File: src/rtl/ser_pkg.sv
// Shared types and constants for the ser_tx serial transmitter.
package ser_pkg;

  localparam int unsigned DefWidth  = 8;
  localparam int unsigned DefClkDiv = 2;

  typedef enum logic [1:0] {
    StIdle = 2'd0,
    StLow  = 2'd1,
    StHigh = 2'd2
  } ser_state_e;

  // Clock cycles that cs_n stays low for one frame.
  function automatic int unsigned frame_len(input int unsigned width,
                                            input int unsigned clk_div,
                                            input bit          parity);
    return 2 * (width + (parity ? 1 : 0)) * clk_div;
  endfunction

endpackage

File: src/rtl/ser_tx_if.sv
// Parallel word handshake between a source and ser_tx.
interface ser_tx_if #(
  parameter int unsigned WIDTH = ser_pkg::DefWidth
);
  logic [WIDTH-1:0] tx_data;
  logic             tx_valid;
  logic             tx_ready;

  modport master (output tx_data, output tx_valid, input tx_ready);
  modport slave  (input tx_data, input tx_valid, output tx_ready);
endinterface

File: src/rtl/ser_clk_gen.sv
// Half-period divider: counts CLK_DIV cycles per sclk phase and toggles the sclk level.
module ser_clk_gen #(
  parameter int unsigned CLK_DIV = ser_pkg::DefClkDiv
) (
  input  logic clk_i,
  input  logic rst_ni,
  input  logic run_i,
  output logic phase_end_o,
  output logic sclk_o
);

  localparam int unsigned DivW = (CLK_DIV > 1) ? $clog2(CLK_DIV) : 1;

  logic [DivW-1:0] div_cnt_q, div_cnt_d;
  logic            level_q, level_d;

  assign phase_end_o = run_i && (div_cnt_q == DivW'(CLK_DIV - 1));
  assign sclk_o      = level_q;

  always_comb begin
    div_cnt_d = div_cnt_q;
    level_d   = level_q;
    if (!run_i) begin
      // Idle keeps sclk low and the divider parked for the next frame.
      div_cnt_d = '0;
      level_d   = 1'b0;
    end else if (phase_end_o) begin
      div_cnt_d = '0;
      level_d   = ~level_q;
    end else begin
      div_cnt_d = div_cnt_q + 1'b1;
    end
  end

  always_ff @(posedge clk_i or negedge rst_ni) begin
    if (!rst_ni) begin
      div_cnt_q <= '0;
      level_q   <= 1'b0;
    end else begin
      div_cnt_q <= div_cnt_d;
      level_q   <= level_d;
    end
  end

endmodule

File: src/rtl/ser_tx.sv
// LSB-first parallel-to-serial transmitter with cs_n framing.
// Define SER_TX_PARITY_EN to append an even-parity bit after the data bits.
module ser_tx
  import ser_pkg::*;
#(
  parameter int unsigned WIDTH   = DefWidth,
  parameter int unsigned CLK_DIV = DefClkDiv
) (
  input  logic     clk,
  input  logic     arst_n,
  ser_tx_if.slave  tx,
  output logic     sclk_o,
  output logic     sdo_o,
  output logic     cs_n_o,
  output logic     busy,
  output logic     done
);

`ifdef SER_TX_PARITY_EN
  localparam int unsigned N = WIDTH + 1;
`else
  localparam int unsigned N = WIDTH;
`endif
  localparam int unsigned BitW = (N > 1) ? $clog2(N) : 1;

  ser_state_e      state_q, state_d;
  logic [N-1:0]    sreg_q, sreg_d;
  logic [N-1:0]    sreg_load;
  logic [BitW-1:0] bit_cnt_q, bit_cnt_d;
  logic            done_q, done_d;
  logic            phase_end;
  logic            run;

`ifdef SER_TX_PARITY_EN
  assign sreg_load = {^tx.tx_data, tx.tx_data};
`else
  assign sreg_load = tx.tx_data;
`endif

  assign run         = (state_q != StIdle);
  assign tx.tx_ready = (state_q == StIdle);
  assign cs_n_o      = ~run;
  assign busy        = run;
  assign sdo_o       = run & sreg_q[0];
  assign done        = done_q;

  ser_clk_gen #(
    .CLK_DIV (CLK_DIV)
  ) u_clk_gen (
    .clk_i       (clk),
    .rst_ni      (arst_n),
    .run_i       (run),
    .phase_end_o (phase_end),
    .sclk_o      (sclk_o)
  );

  always_comb begin
    state_d   = state_q;
    sreg_d    = sreg_q;
    bit_cnt_d = bit_cnt_q;
    done_d    = 1'b0;
    unique case (state_q)
      StIdle: begin
        if (tx.tx_valid) begin
          sreg_d    = sreg_load;
          bit_cnt_d = '0;
          state_d   = StLow;
        end
      end
      StLow: begin
        if (phase_end) state_d = StHigh;
      end
      StHigh: begin
        if (phase_end) begin
          if (bit_cnt_q == BitW'(N - 1)) begin
            sreg_d    = '0;
            bit_cnt_d = '0;
            done_d    = 1'b1;
            state_d   = StIdle;
          end else begin
            // Shift on the sclk falling edge so sdo is stable around the rising edge.
            sreg_d    = sreg_q >> 1;
            bit_cnt_d = bit_cnt_q + 1'b1;
            state_d   = StLow;
          end
        end
      end
      default: state_d = StIdle;
    endcase
  end

  always_ff @(posedge clk or negedge arst_n) begin
    if (!arst_n) begin
      state_q   <= StIdle;
      sreg_q    <= '0;
      bit_cnt_q <= '0;
      done_q    <= 1'b0;
    end else begin
      state_q   <= state_d;
      sreg_q    <= sreg_d;
      bit_cnt_q <= bit_cnt_d;
      done_q    <= done_d;
    end
  end

endmodule

File: src/flat_wrapper.sv
// flat-port wrapper written by rule: the top's interface ports become plain ports
module ser_tx_flat import ser_pkg::*;
#(
  parameter int unsigned WIDTH   = DefWidth,
  parameter int unsigned CLK_DIV = DefClkDiv
)
  (clk, arst_n, sclk_o, sdo_o, cs_n_o, busy, done, tx_tx_data, tx_tx_valid, tx_tx_ready);
  ser_tx_if #(.WIDTH(WIDTH)) tx_i ();
  input  logic clk;
  input  logic arst_n;
  output logic sclk_o;
  output logic sdo_o;
  output logic cs_n_o;
  output logic busy;
  output logic done;
  input wire logic [$bits(tx_i.tx_data)-1:0] tx_tx_data;
  input wire logic [$bits(tx_i.tx_valid)-1:0] tx_tx_valid;
  output wire logic [$bits(tx_i.tx_ready)-1:0] tx_tx_ready;
  assign tx_i.tx_data = tx_tx_data;
  assign tx_i.tx_valid = tx_tx_valid;
  assign tx_tx_ready = tx_i.tx_ready;
  ser_tx #(.WIDTH(WIDTH), .CLK_DIV(CLK_DIV)) u_core (.clk(clk), .arst_n(arst_n), .tx(tx_i), .sclk_o(sclk_o), .sdo_o(sdo_o), .cs_n_o(cs_n_o), .busy(busy), .done(done));
endmodule
File: config.mk
export PLATFORM = sky130hd
export DESIGN_NAME = ser_tx_flat
export DESIGN_NICKNAME = d
export VERILOG_FILES = /design/src/rtl/ser_pkg.sv /design/src/rtl/ser_tx_if.sv /design/src/rtl/ser_clk_gen.sv /design/src/rtl/ser_tx.sv /design/src/flat_wrapper.sv
export SDC_FILE = /design/constraint.sdc
export NUM_CORES = 1
export LEC_CHECK = 0
export ABC_AREA = 1
export BUFFER_PORTS_ARGS = -buffer_cell sky130_fd_sc_hd__buf_2
export CORE_UTILIZATION = 48
export DETAILED_ROUTE_END_ITERATION = 12
export PLACE_DENSITY = 0.71
export SETUP_SLACK_MARGIN = 0.3
export SLEW_MARGIN = 20
export SYNTH_ARGS = -nofsm -noshare
export SYNTH_HDL_FRONTEND = slang
export SYNTH_HIERARCHICAL = 1
export SYNTH_SLANG_ARGS = --single-unit
File: constraint.sdc
create_clock -name clk -period 1.48 [get_ports clk]
set_clock_uncertainty 0.15 [all_clocks]
set_input_delay 0.296 -clock clk [delete_from_list [all_inputs] [get_ports clk]]
set_output_delay 0.296 -clock clk [all_outputs]
set_load 0.02 [all_outputs]
-- Word-level counts from Yosys, hierarchy flattened
Index checks and enable logic that the tools add are counted.
- add/sub/neg operators: 2
- eq/ne operators: 7
- multiplexer cells: 20
- bitwise logic cells: 3
- reduce and logical (&&, ||, !) cells: 6
- operator list (cell ; number):
    two-way mux 8 bit ; 2
    one-hot mux 8 bit (2 select lines) ; 1
    two-way mux 3 bit ; 3
    two-way mux 1 bit ; 8
    two-way mux 7 bit ; 1
    two-way mux 2 bit ; 3
    != test 2 x 1 -> 1 bit, second input constant ; 3
    one-hot mux 2 bit (3 select lines) ; 1
    one-hot mux 3 bit (2 select lines) ; 1
    AND reduction 3 bit ; 2
    nonzero test 2 bit ; 2
    adder 3 x 1 -> 3 bit, second input constant ; 1
    equality test 3 bit, second input constant ; 1
    equality test 2 x 1 -> 1 bit, second input constant ; 1
    equality test 2 bit, second input constant ; 1
    logical NOT 2 bit ; 1
    != test 2 bit, second input constant ; 1
    NOT 1 bit ; 2
    adder 1 bit, second input constant ; 1
    AND 1 bit ; 1
    logical AND 1 bit ; 1
- register bits: 16
- output and inout port bits: 6
- word-level logic and storage cells: 44

-- Depth between registers and ports, before layout
Gate-level depths: netlist (run 1).
- depth in word-level cells: 4
- depth in mapped cells: 8
- mapped depth without buffers: 8

-- Cells and area by module
Netlist (run 1), hierarchy kept.
- by module, submodules not included (module ; instances ; cells an instance ; area each (sq um) ; sequential area each (sq um)):
    ser_tx ; 1 ; 111 ; 809.5 ; 350.3
    ser_clk_gen ; 1 ; 11 ; 86.3 ; 50.0

-- Least setup slack after synthesis (run 1)
Ideal clock, no wire load.
- kind: flip-flop to flip-flop
- from: reg u_core.state_q[0]
- to: reg u_core.bit_cnt_q[0]
- setup time: 0.117 ns
- arrival: 1.398 ns
- required time: 1.213 ns
- slack: -0.185 ns
- stages on the path, launching flop included: 9
- period minus slack after synthesis: 1.665 ns
- path through: dfrtp_1 nor2_4 inv_1 nand2_1 inv_1 nand3_2 buf_4 nand3_1 nand2_1
- cells in the longest elaborated chain, start to end: 4
- elaborated cells on any way between the ends: 9
- those cells by class: eq/ne (3); mux (1); reduce/logical (5)
- RTL lines (element ; line ; text):
    start: declaration ; ser_tx.sv:26 ; ser_state_e state_q, state_d;
    start signal: assignment ; ser_tx.sv:94 ; state_q <= StIdle;
    start signal: assignment ; ser_tx.sv:99 ; state_q <= state_d;
    nonzero test 2 bit ; ser_tx.sv:40 ; assign run = (state_q != StIdle);
    net busy ; flat_wrapper.sv:14 ; output logic busy;
    logical AND 1 bit ; ser_clk_gen.sv:17 ; assign phase_end_o = run_i && (div_cnt_q == DivW'(CLK_DIV - 1));
    net u_core.phase_end ; ser_tx.sv:31 ; logic phase_end;
    != test 2 x 1 -> 1 bit (no source line) ; - ;
    AND reduction 3 bit (no source line) ; - ;
    end signal: assignment ; ser_tx.sv:101 ; bit_cnt_q <= bit_cnt_d;
    end: declaration ; ser_tx.sv:29 ; logic [BitW-1:0] bit_cnt_q, bit_cnt_d;
The timed path passes the listed nets, and every way through them passes these cells.
A chain may end at the register's enable or synchronous reset.

-- Worst setup path in the final report (run 1)
- from: reg u_core.state_q[1]
- to: out sdo_o
- cells in the longest elaborated chain, start to end: 2
- RTL lines (element ; line ; text):
    nonzero test 2 bit ; ser_tx.sv:40 ;
    AND 1 bit ; ser_tx.sv:44 ; assign sdo_o = run & sreg_q[0];
    end: declaration ; flat_wrapper.sv:12 ; output logic sdo_o;
No other way between the ends.

==> results of run 1 <==
-- state kept, by name, indices dropped and copies added, names as in the netlist --
register	flops
u_core/bit_cnt_q	3
u_core/done	1
u_core/u_clk_gen/div_cnt_q	1
u_core/state_q	2
u_core/u_clk_gen/sclk_o	1
u_core/sreg_q	8
-- worst max-delay path by stage --
stage / from / end / cells past startpoint
after global routing: u_core/state_q[1] / u_core/sreg_q[6] / 10
after global placement: u_core/bit_cnt_q[0] / u_core/bit_cnt_q[0] / 6
after detailed placement: u_core/bit_cnt_q[0] / u_core/bit_cnt_q[0] / 6
after floorplan: u_core/bit_cnt_q[0] / u_core/bit_cnt_q[0] / 7
after CTS: u_core/state_q[0] / sdo_o / 4
final: u_core/state_q[1] / sdo_o / 4
-- layout by cell type (no fill, tap or decap) --
| master | count |
|---|---|
| sky130_fd_sc_hd__nand3_1 | 5 |
| sky130_fd_sc_hd__nand3b_1 | 1 |
| sky130_fd_sc_hd__nand4_1 | 1 |
| sky130_fd_sc_hd__inv_4 | 1 |
| sky130_fd_sc_hd__nand2_1 | 34 |
| sky130_fd_sc_hd__buf_2 | 11 |
| sky130_fd_sc_hd__inv_6 | 1 |
| sky130_fd_sc_hd__or2_4 | 1 |
| sky130_fd_sc_hd__buf_4 | 8 |
| sky130_fd_sc_hd__inv_2 | 3 |
| sky130_fd_sc_hd__buf_6 | 14 |
| sky130_fd_sc_hd__clkbuf_4 | 3 |
| sky130_fd_sc_hd__nor2_4 | 2 |
| sky130_fd_sc_hd__dfrtp_2 | 2 |
| sky130_fd_sc_hd__nand3_4 | 2 |
| sky130_fd_sc_hd__ha_2 | 1 |
| sky130_fd_sc_hd__inv_1 | 12 |
| sky130_fd_sc_hd__nand2_2 | 9 |
| sky130_fd_sc_hd__nand3_2 | 11 |
| sky130_fd_sc_hd__o21ai_1 | 1 |
| sky130_fd_sc_hd__nor2_1 | 11 |
| sky130_fd_sc_hd__clkbuf_1 | 1 |
| sky130_fd_sc_hd__ha_1 | 1 |
| sky130_fd_sc_hd__dfrtp_1 | 14 |
| sky130_fd_sc_hd__dlygate4sd3_1 | 1 |
| sky130_fd_sc_hd__ha_4 | 1 |
| sky130_fd_sc_hd__o21ai_2 | 1 |
| sky130_fd_sc_hd__nor2_2 | 1 |
| sky130_fd_sc_hd__nand2_4 | 4 |
-- area by class of cell --
class	instances	area [um^2]
Multi-Input combinational cell	87	558
Fill cell	114	373
Sequential cell	16	403
Inverter	17	71.3
Timing Repair Buffer	34	283
Tap cell	25	31.3
Clock buffer	4	26.3
-- per-layer routing --
| layer | share of wire, % | up-vias | GRT usage (%) |
|---|---|---|---|
| li1 | - | 448 | - |
| met1 | 43 | 448 | 34.5 |
| met2 | 47 | 44 | 35.9 |
| met3 | 5.9 | 10 | 4.00 |
| met4 | 4.5 | 0 | 13.9 |
| met5 | 0 | - | 0 |
-- kinds of logic after synthesis --
logic type               after synthesis
adder cells (fa/ha/maj)                3
buffers and inverters                 21
AND/OR/NAND/NOR                       80
AO/OA/AOI/OAI                          2
flip-flops                            16
-- power breakdown --
part	internal, mW	leakage [nW]	switching, mW
clock network	0.105	0.0150	0.149
registers	0.604	0.203	0.141
logic	0.695	0.512	0.829
-- timing repair --
| item | CTS | global route |
|---|---|---|
| hold buffers | 1 | 0 |
| pin swaps | 3 | 18 |
| setup endpoints to repair | 20 | 22 |
| gates cloned | 2 | 0 |
| gates resized for setup | 15 | 33 |
| endpoints found under the hold margin | 16 | 0 |
| buffers inserted | 10 | 2 |
-- worst min-delay path: cells and delay by family --
kind	cells	cell delay [ns]
compound gates	1	0.07
simple gates	1	0.09
buf+inv	1	0.07
-- metrics by stage --
stage | TNS, ns | power, mW | hold slack, ns | area (um^2) | instances
3_3_place_gp | 0 | 1.60 | 0.0803 | 1060 | 164
4_1_cts | -1.34 | 2.16 | 0.135 | 1240 | 181
5_1_grt | -2.42 | 2.67 | 0.117 | 1370 | 183
3_5_place_dp | 0 | 1.62 | 0.0794 | 1060 | 164
6_report | -1.61 | 2.52 | 0.110 | 1370 | 183
2_1_floorplan | 0 | 1.39 | -0.150 | 952 | 122
==> report_table.html, run 1 <==
<table>
<tr><th>Metric</th><th>Value</th></tr>
<tr><th colspan="2">Outcome</th></tr>
<tr><td>Run status</td><td>finished with violations</td></tr>
<tr><td>Violated checks</td><td>setup timing</td></tr>
<tr><th colspan="2">Setup path</th></tr>
<tr><td>Largest driver fanout on the critical path</td><td>3</td></tr>
<tr><td>Cell occurring most often along the worst timing path</td><td>sky130_fd_sc_hd__buf_6</td></tr>
<tr><td>Max stage delay cell, worst path</td><td>sky130_fd_sc_hd__dfrtp_2</td></tr>
<tr><td>Critical R2R Capture</td><td>u_core/bit_cnt_q[1]</td></tr>
<tr><td>Buf/Inv on CP</td><td>2</td></tr>
<tr><td>Cells on worst reg2reg path</td><td>10</td></tr>
<tr><td>Gate family responsible for the most delay along the worst path</td><td>flip-flops</td></tr>
<tr><td>Arrival time worst endpoint</td><td>1.18 ns</td></tr>
<tr><td>Nature of the critical path startpoint</td><td>register</td></tr>
<tr><td>Cell chain of the critical path</td><td>nor2_4 -&gt; buf_6 -&gt; nor2_2 -&gt; buf_6</td></tr>
<tr><td>Capturing element type of the critical path</td><td>output pin</td></tr>
<tr><td>Register-to-register setup slack</td><td>-0.12 ns</td></tr>
<tr><td>Critical path start-end classification</td><td>register to output pin</td></tr>
<tr><td>Worst R2R Start</td><td>u_core/state_q[1]</td></tr>
<tr><td>Delay contributed by the slowest stage of the critical path</td><td>0.44 ns</td></tr>
<tr><td>Data required time of the critical path</td><td>~1.0 ns</td></tr>
<tr><th colspan="2">Drt</th></tr>
<tr><td>Routed via count divided by cell count</td><td>5.19</td></tr>
<tr><td>Number of nets with antenna violations after detailed routing</td><td>0</td></tr>
<tr><td>Post-route DRC</td><td>0</td></tr>
<tr><td>Drt first-iter violations</td><td>27</td></tr>
<tr><td>Vias after detailed routing</td><td>950</td></tr>
<tr><td>Total wire length</td><td>between 2000 and 3000 um</td></tr>
<tr><td>Drt pass-1 iters</td><td>4</td></tr>
<tr><td>Average wire length per cell after detail routing</td><td>14.0 um</td></tr>
<tr><th colspan="2">Min path</th></tr>
<tr><td>Worst hold-check path type</td><td>input port to register</td></tr>
<tr><td>Sink of the worst hold path</td><td>u_core/sreg_q[7]</td></tr>
<tr><td>Worst Hold Depth</td><td>3</td></tr>
<tr><td>Hold Startpoint</td><td>tx_tx_data[7]</td></tr>
<tr><th colspan="2">Synthesis</th></tr>
<tr><td>Register bit total from synthesis</td><td>16</td></tr>
<tr><td>Synth cell types</td><td>17</td></tr>
<tr><td>Share of synthesized cell area in full adder, half adder and majority cells</td><td>4.19%</td></tr>
<tr><td>Main combinational cell family by area after synthesis</td><td>simple AND/OR/NAND/NOR gates</td></tr>
<tr><td>Number of nets produced by synthesis</td><td>between 100 and 150</td></tr>
<tr><td>Count leader, synth</td><td>sky130_fd_sc_hd__nand2_1</td></tr>
<tr><td>EDFF count, synth</td><td>0</td></tr>
<tr><td>Synth Flop Type</td><td>sky130_fd_sc_hd__dfrtp_1</td></tr>
<tr><td>Most frequent cells after synthesis</td><td>43 x sky130_fd_sc_hd__nand2_1, 16 x sky130_fd_sc_hd__dfrtp_1, 16 x sky130_fd_sc_hd__nand3_1, 15 x sky130_fd_sc_hd__inv_1, 12 x sky130_fd_sc_hd__nor2_1</td></tr>
<tr><td>Post-synthesis share of cell area spent on xor and xnor gates</td><td>0%</td></tr>
<tr><td>Top cell type's share of synthesized area</td><td>44.7%</td></tr>
<tr><td>Post-synthesis instance area</td><td>roughly 900 um^2</td></tr>
<tr><td>Largest area contributor in the synthesized netlist</td><td>sky130_fd_sc_hd__dfrtp_1</td></tr>
<tr><td>Basic-gate share of the synthesized area counting and, or, nand and nor cells</td><td>39.9%</td></tr>
<tr><td>Largest cells by area after synthesis</td><td>sky130_fd_sc_hd__dfrtp_1 45%, sky130_fd_sc_hd__nand2_1 18%, sky130_fd_sc_hd__nand3_1 8.9%</td></tr>
<tr><td>Sequential-to-total area share from yosys stat</td><td>44.7%</td></tr>
<tr><td>Average cell area after synthesis</td><td>between 7 and 8 um^2</td></tr>
<tr><td>Number of instances in the synthesized netlist</td><td>~120</td></tr>
<tr><td>Async set-reset flop share out of synthesis</td><td>100%</td></tr>
<tr><td>Complex-gate fraction of the synthesized area</td><td>1.12%</td></tr>
<tr><td>Proportion of synthesized area in mux cells</td><td>0%</td></tr>
<tr><td>Synth Warn #</td><td>6</td></tr>
<tr><th colspan="2">Placement</th></tr>
<tr><td>Final weighted congestion of routability-driven global placement</td><td>around 0.78</td></tr>
<tr><td>Number of buffers added on ports</td><td>16</td></tr>
<tr><td>Worst setup slack before clock tree synthesis</td><td>~0.044 ns</td></tr>
<tr><td>Sum of net half-perimeters after detailed placement</td><td>1250 um</td></tr>
<tr><th colspan="2">STA</th></tr>
<tr><td>Maximum achievable frequency</td><td>roughly 600 MHz</td></tr>
<tr><td>Worst Tran Pin Value</td><td>around 0.36 ns</td></tr>
<tr><td>Final critical-path required period</td><td>1.63 ns</td></tr>
<tr><td>Period utilization</td><td>110%</td></tr>
<tr><td>Worst-case setup margin in the final layout</td><td>-0.148 ns</td></tr>
<tr><td>Final Hold Fails</td><td>0</td></tr>
<tr><td>Setup repair after global routing missed its margin</td><td>yes</td></tr>
<tr><td>Final Setup Violations</td><td>16</td></tr>
<tr><td>Max_slew headroom</td><td>about three quarters</td></tr>
<tr><td>Max-slew violation count</td><td>0</td></tr>
<tr><th colspan="2">Global route</th></tr>
<tr><td>Total congestion overflow</td><td>0</td></tr>
<tr><td>Maximum number of pins on one net before global-route repair</td><td>17</td></tr>
<tr><td>Antenna violations before repair</td><td>0</td></tr>
<tr><td>First-pass GRT wire length</td><td>3510 um</td></tr>
<tr><td>Vias in the first global route</td><td>between 700 and 800</td></tr>
<tr><td>Total routing resource utilization after global routing</td><td>about a quarter</td></tr>
<tr><th colspan="2">Clock network</th></tr>
<tr><td>Maximum level of the CTS H-tree</td><td>1</td></tr>
<tr><td>CTS clock-pin slew for the worst setup and hold paths</td><td>~0.1 ns</td></tr>
<tr><td>Root Driver</td><td>sky130_fd_sc_hd__clkbuf_4</td></tr>
<tr><td>Clock latency reported for the late side of the worst-skew pair</td><td>about 0.30 ns</td></tr>
<tr><td>TritonCTS clock tree</td><td>done</td></tr>
<tr><td>Clk sinks</td><td>16</td></tr>
<tr><td>Worst-case clock buffer depth</td><td>2</td></tr>
<tr><td>Total CTS buffers</td><td>3</td></tr>
<tr><th colspan="2">Power</th></tr>
<tr><td>Power density over the cells</td><td>roughly 1800 nW/um^2</td></tr>
<tr><td>Leakage</td><td>0.730 nW</td></tr>
<tr><td>Worst ir drop on vdd</td><td>0.00144 V</td></tr>
<tr><th colspan="2">Floorplanning</th></tr>
<tr><td>Horizontal extent of the die</td><td>roughly 45 um</td></tr>
<tr><td>Rows</td><td>15</td></tr>
<tr><td>Die height</td><td>45.2 um</td></tr>
<tr><td>Initial standard-cell utilization of the core</td><td>51.3%</td></tr>
<tr><td>IO Pins</td><td>17</td></tr>
<tr><td>Placeable core region</td><td>1750 um^2</td></tr>
<tr><td>Overall die area</td><td>2040 um^2</td></tr>
<tr><th colspan="2">Cells and area</th></tr>
<tr><td>Fraction of final layout cells with drive strength greater than 1</td><td>48.1%</td></tr>
<tr><td>Number of antenna cells inserted</td><td>0</td></tr>
<tr><td>Post-layout utilization of the core</td><td>78.6%</td></tr>
<tr><td>Synthesis-to-layout area growth</td><td>53.2%</td></tr>
<tr><td>Total Nets Final</td><td>173</td></tr>
<tr><th colspan="2">Flow run</th></tr>
<tr><td>Number of max-cap violations</td><td>0</td></tr>
</table>
Power figures use the tool's default switching activity.
==> inputs of run 2 (changes only) <==
CORE_UTILIZATION = 47   (was 48)
PLACE_DENSITY = 0.7   (was 0.71)
SYNTH_HIERARCHICAL = unset   (was 1)
==> report_table.html, run 2 <==
<table>
<tr><th>Metric</th><th>Value</th></tr>
<tr><th colspan="2">Outcome</th></tr>
<tr><td>Run status</td><td>finished with violations</td></tr>
<tr><td>Violated checks</td><td>setup timing</td></tr>
<tr><th colspan="2">Floorplanning</th></tr>
<tr><td>Die height</td><td>45.4 um (+0.41%)</td></tr>
<tr><td>Horizontal extent of the die</td><td>45.4 um (+0.41%)</td></tr>
<tr><td>Rows</td><td>15 (unchanged)</td></tr>
<tr><td>Overall die area</td><td>2060 um^2 (+0.82%)</td></tr>
<tr><td>IO Pins</td><td>17 (unchanged)</td></tr>
<tr><td>Initial standard-cell utilization of the core</td><td>50.7% (-0.65 points)</td></tr>
<tr><td>Placeable core region</td><td>1750 um^2 (unchanged)</td></tr>
<tr><th colspan="2">Placement</th></tr>
<tr><td>Worst setup slack before clock tree synthesis</td><td>0.0758 ns (+0.0317 ns)</td></tr>
<tr><td>Sum of net half-perimeters after detailed placement</td><td>1220 um (-3.0%)</td></tr>
<tr><td>Number of buffers added on ports</td><td>16 (unchanged)</td></tr>
<tr><td>Number of placed instances, taps included</td><td>157 (-4.3%)</td></tr>
<tr><td>Final weighted congestion of routability-driven global placement</td><td>0.823 (+5.6%)</td></tr>
<tr><th colspan="2">Drt</th></tr>
<tr><td>Average wire length per cell after detail routing</td><td>11.9 um (-15%)</td></tr>
<tr><td>Wire length on met3</td><td>64 um (-57%)</td></tr>
<tr><td>Drt pass-1 iters</td><td>4 (unchanged)</td></tr>
<tr><td>Routed via count divided by cell count</td><td>4.71 (-9.3%)</td></tr>
<tr><td>Number of nets with antenna violations after detailed routing</td><td>0 (unchanged)</td></tr>
<tr><td>Routed wire length on met2</td><td>1040 um (-13%)</td></tr>
<tr><td>Total wire length</td><td>2070 um (-19%)</td></tr>
<tr><td>Post-route DRC</td><td>0 (unchanged)</td></tr>
<tr><td>Vias after detailed routing</td><td>819 (-14%)</td></tr>
<tr><td>Top routing layer in use</td><td>met4</td></tr>
<tr><td>Routed metal-1 wirelength</td><td>911 um (-17%)</td></tr>
<tr><td>Drt first-iter violations</td><td>19 (-30%)</td></tr>
<tr><th colspan="2">Global route</th></tr>
<tr><td>First-pass GRT wire length</td><td>3350 um (-4.5%)</td></tr>
<tr><td>Vias in the first global route</td><td>758 (-1.0%)</td></tr>
<tr><td>Total congestion overflow</td><td>0 (unchanged)</td></tr>
<tr><td>Maximum number of pins on one net before global-route repair</td><td>17 (unchanged)</td></tr>
<tr><td>Antenna violations before repair</td><td>0 (unchanged)</td></tr>
<tr><td>Total routing resource utilization after global routing</td><td>22.8% (-1.9 points)</td></tr>
<tr><th colspan="2">Setup path</th></tr>
<tr><td>Nature of the critical path startpoint</td><td>register</td></tr>
<tr><td>Max stage delay cell, worst path</td><td>sky130_fd_sc_hd__dfrtp_1</td></tr>
<tr><td>Buf/Inv on CP</td><td>1 (-1)</td></tr>
<tr><td>Critical path start-end classification</td><td>register to output pin</td></tr>
<tr><td>Cells on worst reg2reg path</td><td>7 (-3)</td></tr>
<tr><td>Arrival time worst endpoint</td><td>1.12 ns (-0.06 ns)</td></tr>
<tr><td>Capturing element type of the critical path</td><td>output pin</td></tr>
<tr><td>Critical R2R Capture</td><td>u_core.sreg_q[6]</td></tr>
<tr><td>Gate family responsible for the most delay along the worst path</td><td>flip-flops</td></tr>
<tr><td>Largest driver fanout on the critical path</td><td>7 (+4)</td></tr>
<tr><td>Cell chain of the critical path</td><td>nor2_4 -&gt; buf_4</td></tr>
<tr><td>Register-to-register setup slack</td><td>0 ns (+0.12 ns)</td></tr>
<tr><td>Worst R2R Start</td><td>u_core.state_q[1]</td></tr>
<tr><td>Delay contributed by the slowest stage of the critical path</td><td>0.42 ns (-0.02 ns)</td></tr>
<tr><td>Data required time of the critical path</td><td>1.03 ns (about the same)</td></tr>
<tr><th colspan="2">STA</th></tr>
<tr><td>Maximum achievable frequency</td><td>637 MHz (+3.7%)</td></tr>
<tr><td>Setup repair after global routing missed its margin</td><td>yes</td></tr>
<tr><td>Max-slew violation count</td><td>0 (unchanged)</td></tr>
<tr><td>Worst Tran Pin Value</td><td>0.366 ns (+0.00451 ns)</td></tr>
<tr><td>Period utilization</td><td>106% (-3.9 points)</td></tr>
<tr><td>Max_slew headroom</td><td>75.6% (-0.30 points)</td></tr>
<tr><td>Final critical-path required period</td><td>1.57 ns (-0.0576 ns)</td></tr>
<tr><td>Final Hold Fails</td><td>0 (unchanged)</td></tr>
<tr><td>Final Setup Violations</td><td>6 (-10)</td></tr>
<tr><td>Worst-case setup margin in the final layout</td><td>-0.0908 ns (+0.0576 ns)</td></tr>
<tr><th colspan="2">Power</th></tr>
<tr><td>Power density over the cells</td><td>1890 nW/um^2 (+2.8%)</td></tr>
<tr><td>Leakage</td><td>0.652 nW (-11%)</td></tr>
<tr><td>Post-layout power</td><td>2.32 mW (-8.1%)</td></tr>
<tr><td>Worst ir drop on vdd</td><td>0.00123 V (-15%)</td></tr>
<tr><th colspan="2">Synthesis</th></tr>
<tr><td>EDFF count, synth</td><td>0 (unchanged)</td></tr>
<tr><td>Sequential-to-total area share from yosys stat</td><td>45.3% (+0.57 points)</td></tr>
<tr><td>Synth cell types</td><td>17 (unchanged)</td></tr>
<tr><td>Number of nets produced by synthesis</td><td>131 (-3.7%)</td></tr>
<tr><td>Synth Warn #</td><td>0 (-6)</td></tr>
<tr><td>Register bit total from synthesis</td><td>16 (unchanged)</td></tr>
<tr><td>Synth Flop Type</td><td>sky130_fd_sc_hd__dfrtp_1</td></tr>
<tr><td>Number of instances in the synthesized netlist</td><td>118 (-3.3%)</td></tr>
<tr><td>Count leader, synth</td><td>sky130_fd_sc_hd__nand2_1</td></tr>
<tr><td>Largest cells by area after synthesis</td><td>sky130_fd_sc_hd__dfrtp_1 45%, sky130_fd_sc_hd__nand2_1 18%, sky130_fd_sc_hd__nand3_1 7.9%</td></tr>
<tr><td>Top cell type's share of synthesized area</td><td>45.3% (+0.57 points)</td></tr>
<tr><td>Average cell area after synthesis</td><td>7.50 um^2 (+2.1%)</td></tr>
<tr><td>Post-synthesis instance area</td><td>885 um^2 (-1.3%)</td></tr>
<tr><td>Async set-reset flop share out of synthesis</td><td>100% (unchanged)</td></tr>
<tr><td>Most frequent cells after synthesis</td><td>43 x sky130_fd_sc_hd__nand2_1, 16 x sky130_fd_sc_hd__dfrtp_1, 14 x sky130_fd_sc_hd__nand3_1, 14 x sky130_fd_sc_hd__nor2_1, 12 x sky130_fd_sc_hd__inv_1</td></tr>
<tr><td>Largest area contributor in the synthesized netlist</td><td>sky130_fd_sc_hd__dfrtp_1</td></tr>
<tr><th colspan="2">Cells and area</th></tr>
<tr><td>Largest registers in the final layout</td><td>u_core.sreg_q (8), u_core.bit_cnt_q (3), u_core.state_q (2)</td></tr>
<tr><td>Number of antenna cells inserted</td><td>0 (unchanged)</td></tr>
<tr><td>Fraction of final layout cells with drive strength greater than 1</td><td>33.6% (-15 points)</td></tr>
<tr><td>Synthesis-to-layout area growth</td><td>38.8%</td></tr>
<tr><td>Total Nets Final</td><td>163 (-5.8%)</td></tr>
<tr><td>Register with the most flip-flops</td><td>u_core.sreg_q</td></tr>
<tr><td>Number of non-filler instances in the completed layout</td><td>174 (-4.9%)</td></tr>
<tr><td>Number of filler cells placed in the layout</td><td>157 (+38%)</td></tr>
<tr><td>Area taken by flip-flops and latches</td><td>402 um^2 (-0.31%)</td></tr>
<tr><td>Top library cells by usage in the layout, fill and taps aside</td><td>42 x sky130_fd_sc_hd__nand2_1, 15 x sky130_fd_sc_hd__dfrtp_1, 14 x sky130_fd_sc_hd__nand3_1</td></tr>
<tr><td>Most common cell after layout, fill and taps aside</td><td>sky130_fd_sc_hd__nand2_1</td></tr>
<tr><td>Area of combinational cells with multiple inputs</td><td>459 um^2 (-18%)</td></tr>
<tr><td>Max reg flops</td><td>8 (unchanged)</td></tr>
<tr><th colspan="2">Min path</th></tr>
<tr><td>Hold Startpoint</td><td>tx_tx_data[7]</td></tr>
<tr><td>Worst Hold Depth</td><td>3 (unchanged)</td></tr>
<tr><td>Worst hold-check path type</td><td>input port to register</td></tr>
<tr><td>Sink of the worst hold path</td><td>u_core.sreg_q[7]</td></tr>
<tr><th colspan="2">Clock network</th></tr>
<tr><td>Clk sinks</td><td>16 (unchanged)</td></tr>
<tr><td>Clock latency reported for the late side of the worst-skew pair</td><td>0.29 ns (about the same)</td></tr>
<tr><td>Total CTS buffers</td><td>3 (unchanged)</td></tr>
<tr><td>TritonCTS clock tree</td><td>done</td></tr>
<tr><td>Maximum level of the CTS H-tree</td><td>1 (unchanged)</td></tr>
<tr><td>Root Driver</td><td>sky130_fd_sc_hd__clkbuf_4</td></tr>
<tr><td>CTS clock-pin slew for the worst setup and hold paths</td><td>0.09 ns (about the same)</td></tr>
<tr><td>Worst-case clock buffer depth</td><td>2 (unchanged)</td></tr>
<tr><th colspan="2">Flow run</th></tr>
<tr><td>Number of max-cap violations</td><td>0 (unchanged)</td></tr>
</table>
-- run 2: area by class of cell --
| class | instances | share of cell area, % |
|---|---|---|
| Multi-Input combinational cell | 84 | 37.4 |
| Tap cell | 25 | 2.55 |
| Timing Repair Buffer | 32 | 20.6 |
| Clock buffer | 4 | 2.14 |
| Sequential cell | 16 | 32.7 |
| Inverter | 13 | 4.59 |
-- run 2: per-stage QoR --
stage	instance area (um^2)	TNS (ns)	hold slack [ns]	util, %
after floorplan	928	0	-0.150	-
final	1230	-0.347	0.113	70.3
after global routing	1230	-1.35	0.115	70.3
after CTS	1180	-0.325	0.107	67.8
after global placement	1000	0	0.0803	57.5
after detailed placement	1000	0	0.0798	57.5
-- run 2: cell families after synthesis --
| family | after synthesis | synth area share [%] |
|---|---|---|
| AND/OR/NAND/NOR | 78 | 38.8 |
| flip-flops | 16 | 45.3 |
| adder cells (fa/ha/maj) | 2 | 2.83 |
| AO/OA/AOI/OAI | 2 | 1.13 |
| XOR/XNOR | 1 | 0.990 |
| buffers and inverters | 19 | 11.0 |
-- run 2: report_power, final --
group          switching, mW  leakage [nW]  internal (mW)
Combinational          0.699         0.433          0.634
Clock                  0.143        0.0150          0.105
Sequential             0.132         0.205          0.607
-- run 2: layer usage --
layer  track usage, %  up-vias
met5                0        -
met4             9.09        0
met3             3.57        8
met2             36.3       23
met1             30.7      367
li1                 -      421
-- run 2: how the worst max path moves through the flow --
stage | start | cells after the start | end
2_1_floorplan | u_core.bit_cnt_q[0] | 7 | u_core.bit_cnt_q[0]
3_3_place_gp | u_core.bit_cnt_q[0] | 6 | u_core.bit_cnt_q[0]
3_5_place_dp | u_core.bit_cnt_q[0] | 6 | u_core.bit_cnt_q[0]
4_1_cts | u_core.state_q[0] | 2 | cs_n_o
5_1_grt | u_core.state_q[1] | 2 | tx_tx_ready
6_report | u_core.state_q[1] | 2 | tx_tx_ready
-- run 2: worst reg2reg max path: cells and delay by family, from the launching register on --
kind                   cells  cell delay [ns]
flip-flops                 1             0.42
AND/OR/NAND/NOR            4             0.42
buffers and inverters      3             0.40
-- run 2: what timing repair did --
action	in CTS	in global routing
setup endpoints to repair	20	20
hold buffers	1	0
endpoints found under the hold margin	16	0
gates cloned	1	0
setup buffers	9	2
pin swaps	6	4
gates resized for setup	20	10
